--- config.mk ---
export PLATFORM = sky130hd
export DESIGN_NAME = seg7_scan_ctrl_flat
export DESIGN_NICKNAME = d
export VERILOG_FILES = /design/src/rtl/seg7_scan_ctrl_if.sv /design/src/rtl/seg7_scan_ctrl.sv /design/src/flat_wrapper.sv
export SDC_FILE = /design/constraint.sdc
export NUM_CORES = 1
export LEC_CHECK = 0
export CORE_MARGIN = 8
export CORE_UTILIZATION = 35
export DETAILED_ROUTE_END_ITERATION = 8
export PLACE_DENSITY = 0.61
export RECOVER_POWER = 25
export SLEW_MARGIN = 40
export SYNTH_ARGS = -nofsm -noshare
export SYNTH_HDL_FRONTEND = slang
export SYNTH_SLANG_ARGS = --single-unit
--- constraint.sdc ---
create_clock -name clk -period 3.2 [get_ports clk]
set_input_delay 0.64 -clock clk [delete_from_list [all_inputs] [get_ports clk]]
set_output_delay 0.64 -clock clk [all_outputs]
set_load 0.03 [all_outputs]
--- src/rtl/seg7_scan_ctrl_if.sv ---
// seg7_scan_ctrl_if
//   Bundles the processor-side controls and display-side outputs of the
//   7-segment scan controller.
//   enable     : 1 = scan, 0 = display dark and scan restarts
//   value      : 16-bit word to show, value[3:0] is digit0 (rightmost)
//   load       : 1-cycle strobe, capture value for commit at next frame boundary
//   dp_mask    : dp_mask[k]=1 lights the decimal point of digit k
//   an         : anode enables, active-low
//   out        : segments {dp,g,f,e,d,c,b,a}, active-low
//   frame_done : 1-cycle pulse at each frame boundary
//   master drives the controls; slave (the controller) drives the display side.
interface seg7_scan_ctrl_if;
    logic        enable;
    logic [15:0] value;
    logic        load;
    logic [3:0]  dp_mask;
    logic [3:0]  an;
    logic [7:0]  out;
    logic        frame_done;

    modport master (
        output enable, value, load, dp_mask,
        input  an, out, frame_done
    );

    modport slave (
        input  enable, value, load, dp_mask,
        output an, out, frame_done
    );
endinterface

--- src/rtl/seg7_scan_ctrl.sv ---
// seg7_scan_ctrl
//   Time-multiplexed scan controller for a 4-digit common-anode 7-segment
//   display. Each digit gets a BLANK gap (all anodes off) followed by a DRIVE
//   slot. A loaded value is held in a pending register and committed to the
//   displayed shadow register only at the frame boundary (end of digit 3
//   DRIVE), so a frame never mixes old and new digits.
//   Ports:
//     clk   : system clock, rising edge
//     rst_n : asynchronous active-low reset
//     bus   : seg7_scan_ctrl_if.slave (enable, value, load, dp_mask in;
//             an, out, frame_done out, all outputs registered)
//   Optional feature macro: SEG7_LZ_BLANK_EN enables leading-zero suppression
//   (digits above the most significant non-zero nibble stay dark unless their
//   decimal point is lit; digit0 is always lit).
module seg7_scan_ctrl #(
    parameter int unsigned TICKS_PER_DIGIT = 100000,
    parameter int unsigned BLANK_TICKS     = 1000,
    parameter int unsigned CNT_W           = 20
) (
    input  logic            clk,
    input  logic            rst_n,
    seg7_scan_ctrl_if.slave bus
);

    localparam logic [CNT_W-1:0] DRIVE_LAST = CNT_W'(TICKS_PER_DIGIT - 1);
    localparam logic [CNT_W-1:0] BLANK_LAST = CNT_W'(BLANK_TICKS - 1);

    typedef enum logic {BLANK, DRIVE} state_t;

    state_t           state;
    logic [1:0]       digit;
    logic [CNT_W-1:0] cnt;
    logic [15:0]      shadow;
    logic [15:0]      pending;
    logic             pend_v;
    logic [3:0]       an_q;
    logic [7:0]       out_q;
    logic             frame_done_q;

    logic [3:0]       nib;
    logic [3:0]       lit_an;
    logic [7:0]       lit_out;
    logic             last_drive;

    function automatic logic [6:0] seg7(input logic [3:0] h);
        logic [6:0] s;
        case (h)
            4'h0: s = 7'h40;
            4'h1: s = 7'h79;
            4'h2: s = 7'h24;
            4'h3: s = 7'h30;
            4'h4: s = 7'h19;
            4'h5: s = 7'h12;
            4'h6: s = 7'h02;
            4'h7: s = 7'h78;
            4'h8: s = 7'h00;
            4'h9: s = 7'h10;
            4'hA: s = 7'h08;
            4'hB: s = 7'h03;
            4'hC: s = 7'h46;
            4'hD: s = 7'h21;
            4'hE: s = 7'h06;
            default: s = 7'h0E;
        endcase
        return s;
    endfunction

    // Anode/segment pattern for the current digit while it is lit.
    // dp_mask is used live so the decimal points react without waiting a frame.
    always_comb begin
        nib     = shadow[{digit, 2'b00} +: 4];
        lit_an  = ~(4'b0001 << digit);
        lit_out = {~bus.dp_mask[digit], seg7(nib)};
`ifdef SEG7_LZ_BLANK_EN
        if ((digit != 2'd0) && ((shadow >> {digit, 2'b00}) == 16'h0000)
                && !bus.dp_mask[digit]) begin
            lit_an  = '1;
            lit_out = '1;
        end
`endif
    end

    assign last_drive = (state == DRIVE) && (digit == 2'd3) && (cnt == DRIVE_LAST);

    always_ff @(posedge clk or negedge rst_n) begin
        if (!rst_n) begin
            state        <= BLANK;
            digit        <= '0;
            cnt          <= '0;
            shadow       <= '0;
            pending      <= '0;
            pend_v       <= 1'b0;
            an_q         <= '1;
            out_q        <= '1;
            frame_done_q <= 1'b0;
        end else begin
            frame_done_q <= 1'b0;
            if (!bus.enable) begin
                state <= BLANK;
                digit <= '0;
                cnt   <= '0;
                an_q  <= '1;
                out_q <= '1;
                // Display is dark, so there is no frame to protect: pending
                // flows into shadow one cycle after it is captured.
                if (pend_v) begin
                    shadow <= pending;
                    pend_v <= 1'b0;
                end
                if (bus.load) begin
                    pending <= bus.value;
                    pend_v  <= 1'b1;
                end
            end else begin
                if (last_drive) begin
                    frame_done_q <= 1'b1;
                    // A load landing on the boundary edge bypasses pending.
                    if (bus.load) begin
                        shadow  <= bus.value;
                        pending <= bus.value;
                        pend_v  <= 1'b0;
                    end else if (pend_v) begin
                        shadow <= pending;
                        pend_v <= 1'b0;
                    end
                end else if (bus.load) begin
                    pending <= bus.value;
                    pend_v  <= 1'b1;
                end

                case (state)
                    BLANK: begin
                        if (cnt == BLANK_LAST) begin
                            cnt   <= '0;
                            state <= DRIVE;
                            an_q  <= lit_an;
                            out_q <= lit_out;
                        end else begin
                            cnt   <= cnt + CNT_W'(1);
                            an_q  <= '1;
                            out_q <= '1;
                        end
                    end
                    DRIVE: begin
                        if (cnt == DRIVE_LAST) begin
                            cnt   <= '0;
                            state <= BLANK;
                            digit <= digit + 2'd1;
                            an_q  <= '1;
                            out_q <= '1;
                        end else begin
                            cnt   <= cnt + CNT_W'(1);
                            an_q  <= lit_an;
                            out_q <= lit_out;
                        end
                    end
                    default: begin
                        state <= BLANK;
                        cnt   <= '0;
                        an_q  <= '1;
                        out_q <= '1;
                    end
                endcase
            end
        end
    end

    assign bus.an         = an_q;
    assign bus.out        = out_q;
    assign bus.frame_done = frame_done_q;

endmodule
--- src/flat_wrapper.sv ---
// flat-port wrapper written by rule: the top's interface ports become plain ports
module seg7_scan_ctrl_flat 
#(
    parameter int unsigned TICKS_PER_DIGIT = 100000,
    parameter int unsigned BLANK_TICKS     = 1000,
    parameter int unsigned CNT_W           = 20
)
  (clk, rst_n, bus_enable, bus_value, bus_load, bus_dp_mask, bus_an, bus_out, bus_frame_done);
  seg7_scan_ctrl_if bus_i ();
  input  logic clk;
  input  logic rst_n;
  input wire logic [$bits(bus_i.enable)-1:0] bus_enable;
  input wire logic [$bits(bus_i.value)-1:0] bus_value;
  input wire logic [$bits(bus_i.load)-1:0] bus_load;
  input wire logic [$bits(bus_i.dp_mask)-1:0] bus_dp_mask;
  output wire logic [$bits(bus_i.an)-1:0] bus_an;
  output wire logic [$bits(bus_i.out)-1:0] bus_out;
  output wire logic [$bits(bus_i.frame_done)-1:0] bus_frame_done;
  assign bus_i.enable = bus_enable;
  assign bus_i.value = bus_value;
  assign bus_i.load = bus_load;
  assign bus_i.dp_mask = bus_dp_mask;
  assign bus_an = bus_i.an;
  assign bus_out = bus_i.out;
  assign bus_frame_done = bus_i.frame_done;
  seg7_scan_ctrl #(.TICKS_PER_DIGIT(TICKS_PER_DIGIT), .BLANK_TICKS(BLANK_TICKS), .CNT_W(CNT_W)) u_core (.clk(clk), .rst_n(rst_n), .bus(bus_i));
endmodule
# Word-level counts from Yosys, hierarchy flattened
# Memories as Yosys holds them, arrays and structs flattened.
# Index checks and enable logic that the tools add are counted.
# totals
ff_bits,69
latchBits,0
ram_bits,0
mem_bits_ro,112
wordCells,59
mem_count,1
# mem_list
memory,words,width,rd,rd_ports_with_merged_regs,write_ports,line_no,text
(name not given),16,7,1,0,0,seg7_scan_ctrl.sv:47,case (h)
# classes
add_sub_neg,2
multipliers,0
div_mod_pow,0
magnitude_cmp,1
eq_ne,7
shift,2
mux,31
bitwise_logic,3
n_reduce_logical,3
# ops
cell,n
16-bit 2-to-1 mux,4
20-bit 2-to-1 mux,3
20-bit one-hot mux with 2 select lines,1
8-bit 2-to-1 mux,3
20-bit by 1-bit adder with 20-bit output (second input constant),1
20-bit by 10-bit equality test with 1-bit output (second input constant),1
20-bit by 17-bit equality test with 1-bit output (second input constant),1
8-bit one-hot mux with 2 select lines,1
16-bit by 5-bit variable part select with 4-bit output,1
4-bit 2-to-1 mux,3
1-bit 2-to-1 mux,10
4-bit one-hot mux with 2 select lines,1
2-bit 2-to-1 mux,3
2-bit by 1-bit != test with 1-bit output (second input constant),3
4-bit inverter,1
1-bit by 2-bit left shift with 4-bit output (first input constant),1
2-bit by 3-bit < comparator with 1-bit output (second input constant),1
3-bit by 1-bit != test with 1-bit output (second input constant),1
2-bit by 1-bit adder with 2-bit output (second input constant),1
1-bit binary-select mux with 2-bit select,1
2-bit equality test (second input constant),1
1-bit logical AND,2
1-bit inverter,2
1-bit one-hot mux with 2 select lines,1
2-bit AND reduction,1

# Logic depth before layout (Yosys ltp)
# Gate-level depths: netlist of the first run.
# depth
depth_word,6
mapped_depth,8

# Least setup slack after synthesis of the first run
# No wires, ideal clock.
# synth_path
path_type,reg2reg
startpoint,register u_core.digit[0]
endpoint,"register u_core.out_q[0], in the netlist u_core.bus.out[0]"
setup_time_ns,0.079
arrival_time_ns,1.983
path_slack_ns,1.139
path_stages_with_launch,8
n_path_buf,1
path_cell_list,dfrtp_1 buf_2 mux4_2 inv_1 ha_1 o22ai_1 o22a_1 o21ai_0
# synth_between
elab_chain_len,5
word_cells_on_any_way,6
# synth_rtl
element,line_no,text
start: declaration,seg7_scan_ctrl.sv:31,logic [1:0] digit;
start signal: assignment,seg7_scan_ctrl.sv:148,digit <= digit + 2'd1;
16-bit by 5-bit variable part select with 4-bit output *,seg7_scan_ctrl.sv:71,"nib = shadow[{digit, 2'b00} +: 4];"
memory 16 x 7 bit *,--,
"8-bit 2-to-1 mux, on equally long branches","seg7_scan_ctrl.sv:145, seg7_scan_ctrl.sv:133",
8-bit one-hot mux with 2 select lines *,seg7_scan_ctrl.sv:131,case (state)
8-bit 2-to-1 mux *,seg7_scan_ctrl.sv:98,if (!bus.enable) begin
end signal: assignment,seg7_scan_ctrl.sv:137,out_q <= lit_out;
end signal: assignment,seg7_scan_ctrl.sv:154,out_q <= lit_out;
end: declaration,seg7_scan_ctrl.sv:37,logic [7:0] out_q;
# Every way passes the cells marked *; elsewhere a longest branch is shown, timed or not.
# A chain may end at the register's enable or synchronous reset.

# Final worst setup path of the first run
# layout_path
startpoint,register u_core.cnt[14]
endpoint,register u_core.shadow[7]
# layout_between
elab_chain_len,3
# layout_rtl
element,line_no,text
start: declaration,seg7_scan_ctrl.sv:32,logic [CNT_W-1:0] cnt;
start signal: assignment,seg7_scan_ctrl.sv:139,cnt <= cnt + CNT_W'(1);
start signal: assignment,seg7_scan_ctrl.sv:152,cnt <= cnt + CNT_W'(1);
20-bit by 17-bit equality test with 1-bit output,seg7_scan_ctrl.sv:83,assign last_drive = (state == DRIVE) && (digit == 2'd3) && (cnt == DRIVE_LAST);
1-bit logical AND,seg7_scan_ctrl.sv:83,
2-bit by 1-bit != test with 1-bit output (no line),--,
end signal: assignment,seg7_scan_ctrl.sv:107,shadow <= pending;
end signal: assignment,seg7_scan_ctrl.sv:119,shadow <= bus.value;
end signal: assignment,seg7_scan_ctrl.sv:123,shadow <= pending;
end: declaration,seg7_scan_ctrl.sv:33,logic [15:0] shadow;
# Every way passes these cells.

==> flow_summary.toml, run 1 <==
[power]
power_frac_comb_pct = 14.2
power.switching_mw = 0.520
power_mw = 2.00
p_leak_nw = 1.75
p_int_mw = 1.48
peakVddDrop_uv = 272
power_frac_seq_pct = 49.3
p_per_area_nw_per_um2 = 478
swShare_pct = 26.0
clockPowerShare_pct = 36.5

[worst_setup_path]
path_buf_inv = 0
crit_chain = "or4_4, nor4_4, and3_1, o22ai_1, a22oi_1"
cp_max_fo = 17
r2r_slack_ps = 850
cpLargestDelayFamily = "simple AND/OR/NAND/NOR gates"
r2r_cells = 5
worstReg2RegStart = "u_core.cnt[14]"
critical_path_cell_count = 5
arrival_ps = 2600
worstPathRequired_ps = 3450
cpMaxStageDelayCell = "and3_1"
start_kind = "flop"
r2r_end = "u_core.shadow[7]"
crit_type = "reg -> reg"
slowest_delay_ps = 650
end_kind = "flop"

[global_route]
grt.total_usage_pct = 12.1
overflow = 0
grt_pass1_wl_um = 12700
antenna_found_initial = 0
first_global_vias = 2524
grt_max_degree = 29

[routing]
vias_per_cell = 5.12
drc = 0
wl_um = 7460
final_antenna_net_count = 0
post_drt_wl_per_cell_um = 15.5
vias = 2456
drt_first_pass_iters = 5
drtIter0Drc = 186

[die]
rows = 36
core-area_sq_um = 9730
pin_count = 37
die-area_sq_um = 13400
fp.dieW_um = 116
die_y_um = 116
start_util_pct = 35.9

[clocking]
clkSinkCount = 69
cts-resized-gates = 0
insertion_delay_ps = 340
cts_root_buf = "clkbuf_8"
cts_max_level = 3
clockBufferDepth = 2
hold_buffers = 0
cts_buffers = 9
cts_tree = "built"
path_clk_slew_ps = 80
post_cts_buffers = 0

[worst_hold_path]
hp-start = "u_core.cnt[0]"
whs_path_depth = 1
hp-class = "reg -> reg"
min_to = "u_core.cnt[0]"

[logic_synthesis]
syn_inst = 305
synth.avg_cell_area_sq_um = 11.4
synthesis.nets = 340
synth_seq_area_share_pct = 49.9
synth_warnings = 0
ys.flop_type = "dfrtp_1"
synthDistinctLibCells = 42
async_reset_ff_share_pct = 100
synth_edf_count = 0
ys_seq_elements = 69
synth_area_sq_um = 3490

[sta]
drv_slew = 0
skew_ps = 9.67
hold_viol_final = 0
min_period_over_period_pct = 73.5
finalSetupTns_ps = 0
setup_viol = 0
worst_slew_pin_slew_ps = 1400
slew_headroom_pct = 6.40
rsz0062_at_grt = "false"
timing.fmax_ghz = 0.425
finalCriticalPeriod_ps = 2350

[outcome]
outcome = "finished clean"

[layout]
n_antenna_cell = 0
drive_gt1_share_pct = 18.2
layout_common_cells = "dfrtp_1, clkdlybuf4s50_1, nor2_1"
fin_nets = 377
finalNonFillerCells = 480
final_area_sq_um = 4190
area_growth_pct = 20.1
fin_util_pct = 43.1
mostFrequentLayoutCell = "dfrtp_1"

[placed_design]
dp_hpwl_um = 5100
port_buffers = 36
placedCellCount = 464
gp_congestion = 0.761
place_area_sq_um = 3980

[job]
maxCapViolations = 0
power groups by stage:
| stage | Combinational (mW) | Sequential (mW) | Clock, mW |
|---|---|---|---|
| after floorplan | 0.208 | 0.978 | 0 |
| final | 0.284 | 0.987 | 0.732 |
| after detailed placement | 0.284 | 1.00 | 0 |
| after global routing | 0.319 | 0.996 | 0.799 |
| after global placement | 0.278 | 1.00 | 0 |
| after CTS | 0.286 | 0.986 | 0.754 |
worst reg2reg max path, stage by stage, from the launching register on:
cell     delay (ps)
dfrtp_1         410
or4_4           560
nor4_4          270
and3_1          650
o22ai_1         160
a22oi_1         220
final cells by class:
cell class	count	area, sq um
well taps	133	166
clock buffers	11	151
flip-flops and latches	69	1740
clock inverters	5	58.8
multi-input cells	211	1640
repair buffers	43	403
inverters	8	30.0
fillers	936	5540
cells by family (layout without fill, tap and decap cells):
kind of cell	count (synthesis)	count (layout)	synth area share, %
multiplexers	41	41	14.2
flip-flops	69	69	49.9
buffers and inverters	25	67	3.26
AO/OA/AOI/OAI	51	51	10.1
XOR/XNOR	23	23	5.77
adder cells (fa/ha/maj)	11	11	3.95
AND/OR/NAND/NOR	85	85	12.8
how the worst max path moves through the flow:
stage | endpoint | from | slack [ps]
after global routing | u_core.shadow[1] | u_core.cnt[14] | 600
after global placement | u_core.shadow[10] | u_core.cnt[14] | 940
after detailed placement | u_core.shadow[15] | u_core.cnt[14] | 900
after CTS | u_core.shadow[4] | u_core.cnt[14] | 870
after floorplan | u_core.bus.out[0] | u_core.digit[0] | 1140
final | u_core.shadow[7] | u_core.cnt[14] | 850
Yosys cell counts (2+ instances only):
cell	n	area share, %
nand4_1	6	1.1
nor3b_1	2	0.43
inv_1	8	0.86
mux2_2	18	5.8
o211ai_1	4	0.86
nand3_1	14	2.0
buf_2	7	1.0
a21oi_1	2	0.29
mux2i_1	18	5.2
dfstp_2	12	9.0
xor2_1	15	3.8
nor2_1	22	2.4
o22ai_1	17	3.0
nand2b_1	2	0.36
nor3_1	2	0.29
a22oi_1	16	3.4
nand2_1	20	2.2
xnor2_1	8	2.0
and4_1	4	1.0
ha_1	11	3.9
mux4_2	5	3.2
dfrtp_1	57	41
and2_1	2	0.36
clkbuf_1	7	0.75
and3_1	4	0.72
nor4b_1	2	0.50
o21ai_0	4	0.57
o21a_1	2	0.43
registers in the layout, summed over array words and instances, names as in the netlist:
register	count
u_core.bus.an	4
u_core.bus.frame_done	1
u_core.bus.out	8
u_core.cnt	20
u_core.digit	2
u_core.pend_v	1
u_core.pending	16
u_core.shadow	16
u_core.state	1
routing by layer:
metal / GRT usage [%] / vias to the layer above / part of all wire [%]
li1: - / 1185 / -
met1: 15.9 / 1200 / 49
met4: 2.59 / 0 / 0.54
met5: 0 / - / 0
met3: 3.86 / 4 / 5.9
met2: 18.9 / 67 / 44
metrics by stage:
stage | worst slack, ps | hold slack, ps
after CTS | 871 | 309
after detailed placement | 897 | 485
final | 848 | 486
after global placement | 937 | 472
after floorplan | 1140 | 344
after global routing | 600 | 525
Note: power is estimated with default switching activity, not from simulation.
==> inputs of run 2 (changes only) <==
Settings changed: PLACE_DENSITY 0.61 to 0.63.
Clock period 3.2 ns to 1.9 ns, I/O delays scaled along.
==> run 2 against run 1 <==
Net effect: the run now ends with capacitance limit, slew limit, setup timing left; setup slack worse by 890 ps; sequential share of layout area down 3.0 points; sequential power up 68%; critical endpoint is now u_core.shadow[11]; die area unchanged.
==> flow_summary.toml, run 2 (synthesis gave the netlist of run 1 again) <==
[sta]
finalSetupTns_ps = -800
hold_viol_final = 0
timing.fmax_ghz = 0.514
skew_ps = 11.7
min_period_over_period_pct = 102
slew_headroom_pct = -1.98
setup_ws_ps = -46.0
finalCriticalPeriod_ps = 1950
rsz0062_at_grt = "true"
worst_slew_pin_slew_ps = 1530
setup_viol = 38
drv_slew = 70

[clocking]
path_clk_slew_ps = 80
cts_tree = "built"
insertion_delay_ps = 350
cts_max_level = 3
cts_buffers = 9
cts_root_buf = "clkbuf_8"
clockBufferDepth = 2
clkSinkCount = 69

[layout]
largest_reg_flops = 20
n_antenna_cell = 0
area_growth_pct = 29.6
largest-register = "u_core.cnt"
reg.largest.list = "u_core.cnt x20, u_core.pending x16, u_core.shadow x16"
n_fill_cell = 910
fin_nets = 404
final_area_sq_um = 4520
layout_common_cells = "dfrtp_1, buf_4, clkdlybuf4s50_1"
fin_util_pct = 46.5
mostFrequentLayoutCell = "dfrtp_1"
drive_gt1_share_pct = 28.3

[power]
p_leak_nw = 1.88
p_per_area_nw_per_um2 = 754
peakVddDrop_uv = 445

[worst_setup_path]
crit_chain = "or4_4, nor4_4, buf_4, nand4_1, buf_6, o22ai_1, a22oi_1"
cp_max_fo = 16
crit_type = "reg -> reg"
worstPathRequired_ps = 2110
start_kind = "flop"
slowest_delay_ps = 550
end_kind = "flop"
cpMaxStageDelayCell = "or4_4"
arrival_ps = 2160

[routing]
final_antenna_net_count = 0
drt_first_pass_iters = 4
post_drt_wl_per_cell_um = 15.9
vias = 2632
vias_per_cell = 5.19
drc = 0
drtIter0Drc = 141
wl_um = 8050

[global_route]
grt_pass1_wl_um = 13300
grt.total_usage_pct = 12.6
first_global_vias = 2657
overflow = 0
grt_max_degree = 70
antenna_found_initial = 0

[outcome]
outcome = "complete, but fails checks"
violations = "capacitance limit, slew limit, setup timing"

[die]
die-area_sq_um = 13400
core-area_sq_um = 9730
rows = 36
pin_count = 37
fp.dieW_um = 116
start_util_pct = 35.9
die_y_um = 116

[placed_design]
place_area_sq_um = 4190
dp_hpwl_um = 5360
port_buffers = 36
gp_congestion = 0.756

[worst_hold_path]
hp-class = "in -> async"

[job]
maxCapViolations = 1
==> run 2: path summary, 6_finish.rpt <==
kind | startpoint | depth (start not counted) | end | slack [ps]
worst max-delay path | u_core.cnt[14] | 7 | u_core.shadow[11] | -50
worst min-delay path | rst_n | 2 | u_core.cnt[10] | 500
worst max register to register | u_core.cnt[14] | 7 | u_core.shadow[11] | -50
worst min register to register | u_core.pending[6] | 1 | u_core.pending[6] | 510
max in group asynchronous | rst_n | 2 | u_core.digit[0] | 380
min in group clk | u_core.pending[6] | 1 | u_core.pending[6] | 510
==> run 2: what timing repair did <==
item | CTS | global route
resized for setup | 25 | 11
hold buffers | 0 | 0
gates cloned | 2 | 0
endpoints found under the setup margin | 60 | 52
setup buffers | 2 | 1
==> run 2: critical path: cells and delay by family, from the launching register on <==
kind                   cells  cell delay (ps)
flip-flops                 1              380
AND/OR/NAND/NOR            3              810
AO/OA/AOI/OAI              2              250
buffers and inverters      2              380
==> run 2: cell type report <==
class                   instances  area (sq um)  area share [%]
clock inverters                 6          63.8            1.41
well taps                     133           166            3.68
repair buffers                 69           654            14.5
clock buffers                  10           128            2.82
inverters                       8          30.0           0.664
multi-input cells             212          1730            38.4
flip-flops and latches         69          1740            38.6
==> run 2: power by group <==
group | switching, mW | internal [mW]
Combinational | 0.251 | 0.315
Sequential | 0.100 | 1.56
Clock | 0.577 | 0.604
==> run 2: layer usage <==
| metal | part of all wire, % | global-route usage, % | up-vias |
|---|---|---|---|
| li1 | - | - | 1239 |
| met1 | 46 | 16.0 | 1311 |
| met2 | 47 | 20.0 | 70 |
| met3 | 5.5 | 3.80 | 12 |
| met4 | 1.4 | 4.49 | 0 |
| met5 | 0 | 0 | - |
==> run 2: metrics by stage <==
step	cells	hold slack (ps)	total power [mW]	setup slack, ps
floorplan	305	84.4	2.00	-88.1
finish	507	500	3.41	-46.0
detailed placement	486	432	2.21	-97.7
global route	507	529	3.58	-165
global placement	486	432	2.19	-28.9
CTS	506	55.2	3.42	-69.1
==> inputs of run 3 (changes only) <==
Settings changed: ABC_AREA from default to 1, PLACE_DENSITY 0.63 to 0.62.
==> run 3 against run 2 <==
Net effect: the run now ends clean; critical path depth is the same; non-clock buffer count is 12 lower; cell count grew 40%; sequential power shrank 2%; clock power up 15%; sequential share of layout area is 0.75 points lower; wire length increased by 10%; die area rose by 8.2%; largest power group unchanged.
==> flow_summary.toml, run 3 <==
[die]
start_util_pct = 35.6
fp.dieW_um = 120
die-area_sq_um = 14500
core-area_sq_um = 10700
rows = 38
pin_count = 37
die_y_um = 120

[worst_setup_path]
cpLargestDelayFamily = "simple AND/OR/NAND/NOR gates"
r2r_slack_ps = 180
cp_max_fo = 11
path_buf_inv = 1
start_kind = "flop"
slowest_delay_ps = 430
crit_type = "reg -> reg"
end_kind = "flop"
cpMaxStageDelayCell = "dfrtp_1"
cp_common_cell = "nor2_1"
worstPathRequired_ps = 2150
arrival_ps = 1970
crit_chain = "nor2_1, nand2_1, nor2_4, nand4_1, nand3_1, buf_4, nor2_1"

[sta]
rsz0062_at_grt = "false"
min_period_over_period_pct = 90.6
hold_viol_final = 0
timing.fmax_ghz = 0.581
skew_ps = 13.9
slew_headroom_pct = 42.5
worst_slew_pin_slew_ps = 863
finalCriticalPeriod_ps = 1720
drv_slew = 0
finalSetupTns_ps = 0
setup_viol = 0

[logic_synthesis]
synth_top_area_share_pct = 37.3
synth_area_sq_um = 3820
synth.top_cells.by_count = "nand2_1, nor2_1, dfrtp_1, nand3_1, inv_1"
synth_most_common_cell = "nand2_1"
async_reset_ff_share_pct = 100
synthDistinctLibCells = 31
ys_seq_elements = 69
synth.avg_cell_area_sq_um = 7.41
synth_warnings = 0
synth_edf_count = 0
synthesis.nets = 551
synth_top_area_cell = "dfrtp_1"
syn_inst = 516
ys_top_cells_by_area = "dfrtp_1, nand2_1, dfstp_2"
synth_seq_area_share_pct = 45.6
ys.flop_type = "dfrtp_1"

[worst_hold_path]
hp-class = "reg -> reg"

[routing]
drtIter0Drc = 223
final_antenna_net_count = 0
drt_first_pass_iters = 4
drc = 0
wl_um = 8860
vias = 3292
post_drt_wl_per_cell_um = 12.5
vias_per_cell = 4.65

[global_route]
grt_pass1_wl_um = 15500
overflow = 0
grt_max_degree = 56
antenna_found_initial = 0
first_global_vias = 3315
grt.total_usage_pct = 12.9

[clocking]
path_clk_slew_ps = 80
clkSinkCount = 69
cts_root_buf = "clkbuf_8"
cts_tree = "built"
clockBufferDepth = 2
cts_buffers = 9
insertion_delay_ps = 350
cts_max_level = 3

[layout]
largest-register = "u_core.cnt"
drive_gt1_share_pct = 10.2
mostFrequentLayoutCell = "nand2_1"
fin_nets = 598
reg.largest.list = "u_core.cnt x20, u_core.pending x16, u_core.shadow x16"
n_antenna_cell = 0
area_growth_pct = 20.6
largest_reg_flops = 20
layout_common_cells = "nand2_1, nor2_1, dfrtp_1"
fin_util_pct = 42.9

[power]
peakVddDrop_uv = 331
power_frac_seq_pct = 46.8
power_mw = 3.47
power.switching_mw = 0.950
p_int_mw = 2.52
p_per_area_nw_per_um2 = 753
swShare_pct = 27.4
power_frac_comb_pct = 14.0
p_leak_nw = 2.15
clockPowerShare_pct = 39.3

[job]
maxCapViolations = 0

[placed_design]
gp_congestion = 0.881
dp_hpwl_um = 6590
port_buffers = 36

[outcome]
outcome = "finished clean"
==> run 3: cell families after synthesis <==
group	after synthesis	share of synthesized area (%)
and+or+nand+nor	325	35.6
buffers and inverters	57	6.45
AOI/OAI and AO/OA	41	5.83
xor gates and xnor gates	13	2.98
DFF	69	45.6
adders and majority gates	11	3.60
==> run 3: worst reg2reg max path, stage by stage (launching register included) <==
cell	delay, ps
dfrtp_1	430
nor2_1	260
nand2_1	150
nor2_4	180
nand4_1	200
nand3_1	140
buf_4	190
nor2_1	70
==> run 3: power groups by stage <==
stage	registers, mW	logic [mW]	clock network [mW]
floorplan	1.62	0.324	0
global placement	1.65	0.480	0
detailed placement	1.65	0.487	0
CTS	1.62	0.492	1.39
global route	1.63	0.565	1.46
finish	1.62	0.484	1.36
==> run 3: final timing paths <==
path / startpoint / depth (start not counted) / endpoint
max in group asynchronous: rst_n / 3 / u_core.digit[0]
worst max register to register: u_core.cnt[14] / 7 / u_core.cnt[15]
worst min-delay path: u_core.cnt[0] / 1 / u_core.cnt[0]
min in group asynchronous: rst_n / 2 / u_core.pending[15]
worst max-delay path: u_core.cnt[14] / 7 / u_core.cnt[15]
worst min register to register: u_core.cnt[0] / 1 / u_core.cnt[0]
==> run 3: what timing repair did <==
action / CTS / global route
resized for setup: 12 / 1
hold buffers: 1 / 0
buffers inserted: 0 / 0
pin swaps: 0 / 0
endpoints found under the setup margin: 12 / 1
hold endpoints to repair: 14 / 0
==> run 3: final cells by class <==
class,instances,area (sq um)
clock buffers,10,138
repair buffers,57,499
multi-input cells,390,1830
fillers,1124,6140
well taps,140,175
clock inverters,6,86.3
inverters,36,135
flip-flops and latches,69,1740
==> run 3: layer usage <==
layer / share of wire, % / vias to the layer above / track usage (%)
met5: 0 / - / 0
met2: 46 / 60 / 20.3
met4: 1.3 / 0 / 4.22
met3: 4.6 / 8 / 4.06
li1: - / 1727 / -
met1: 48 / 1497 / 16.6
==> run 3: through the flow <==
step                cell area (sq um)  cells  setup WS (ps)  hold WS [ps]
detailed placement               4400    691            137           326
global placement                 4400    691            149           322
CTS                              4620    708            157           470
floorplan                        3820    516            225          84.4
global route                     4610    708           25.7           488
finish                           4610    708            179           466
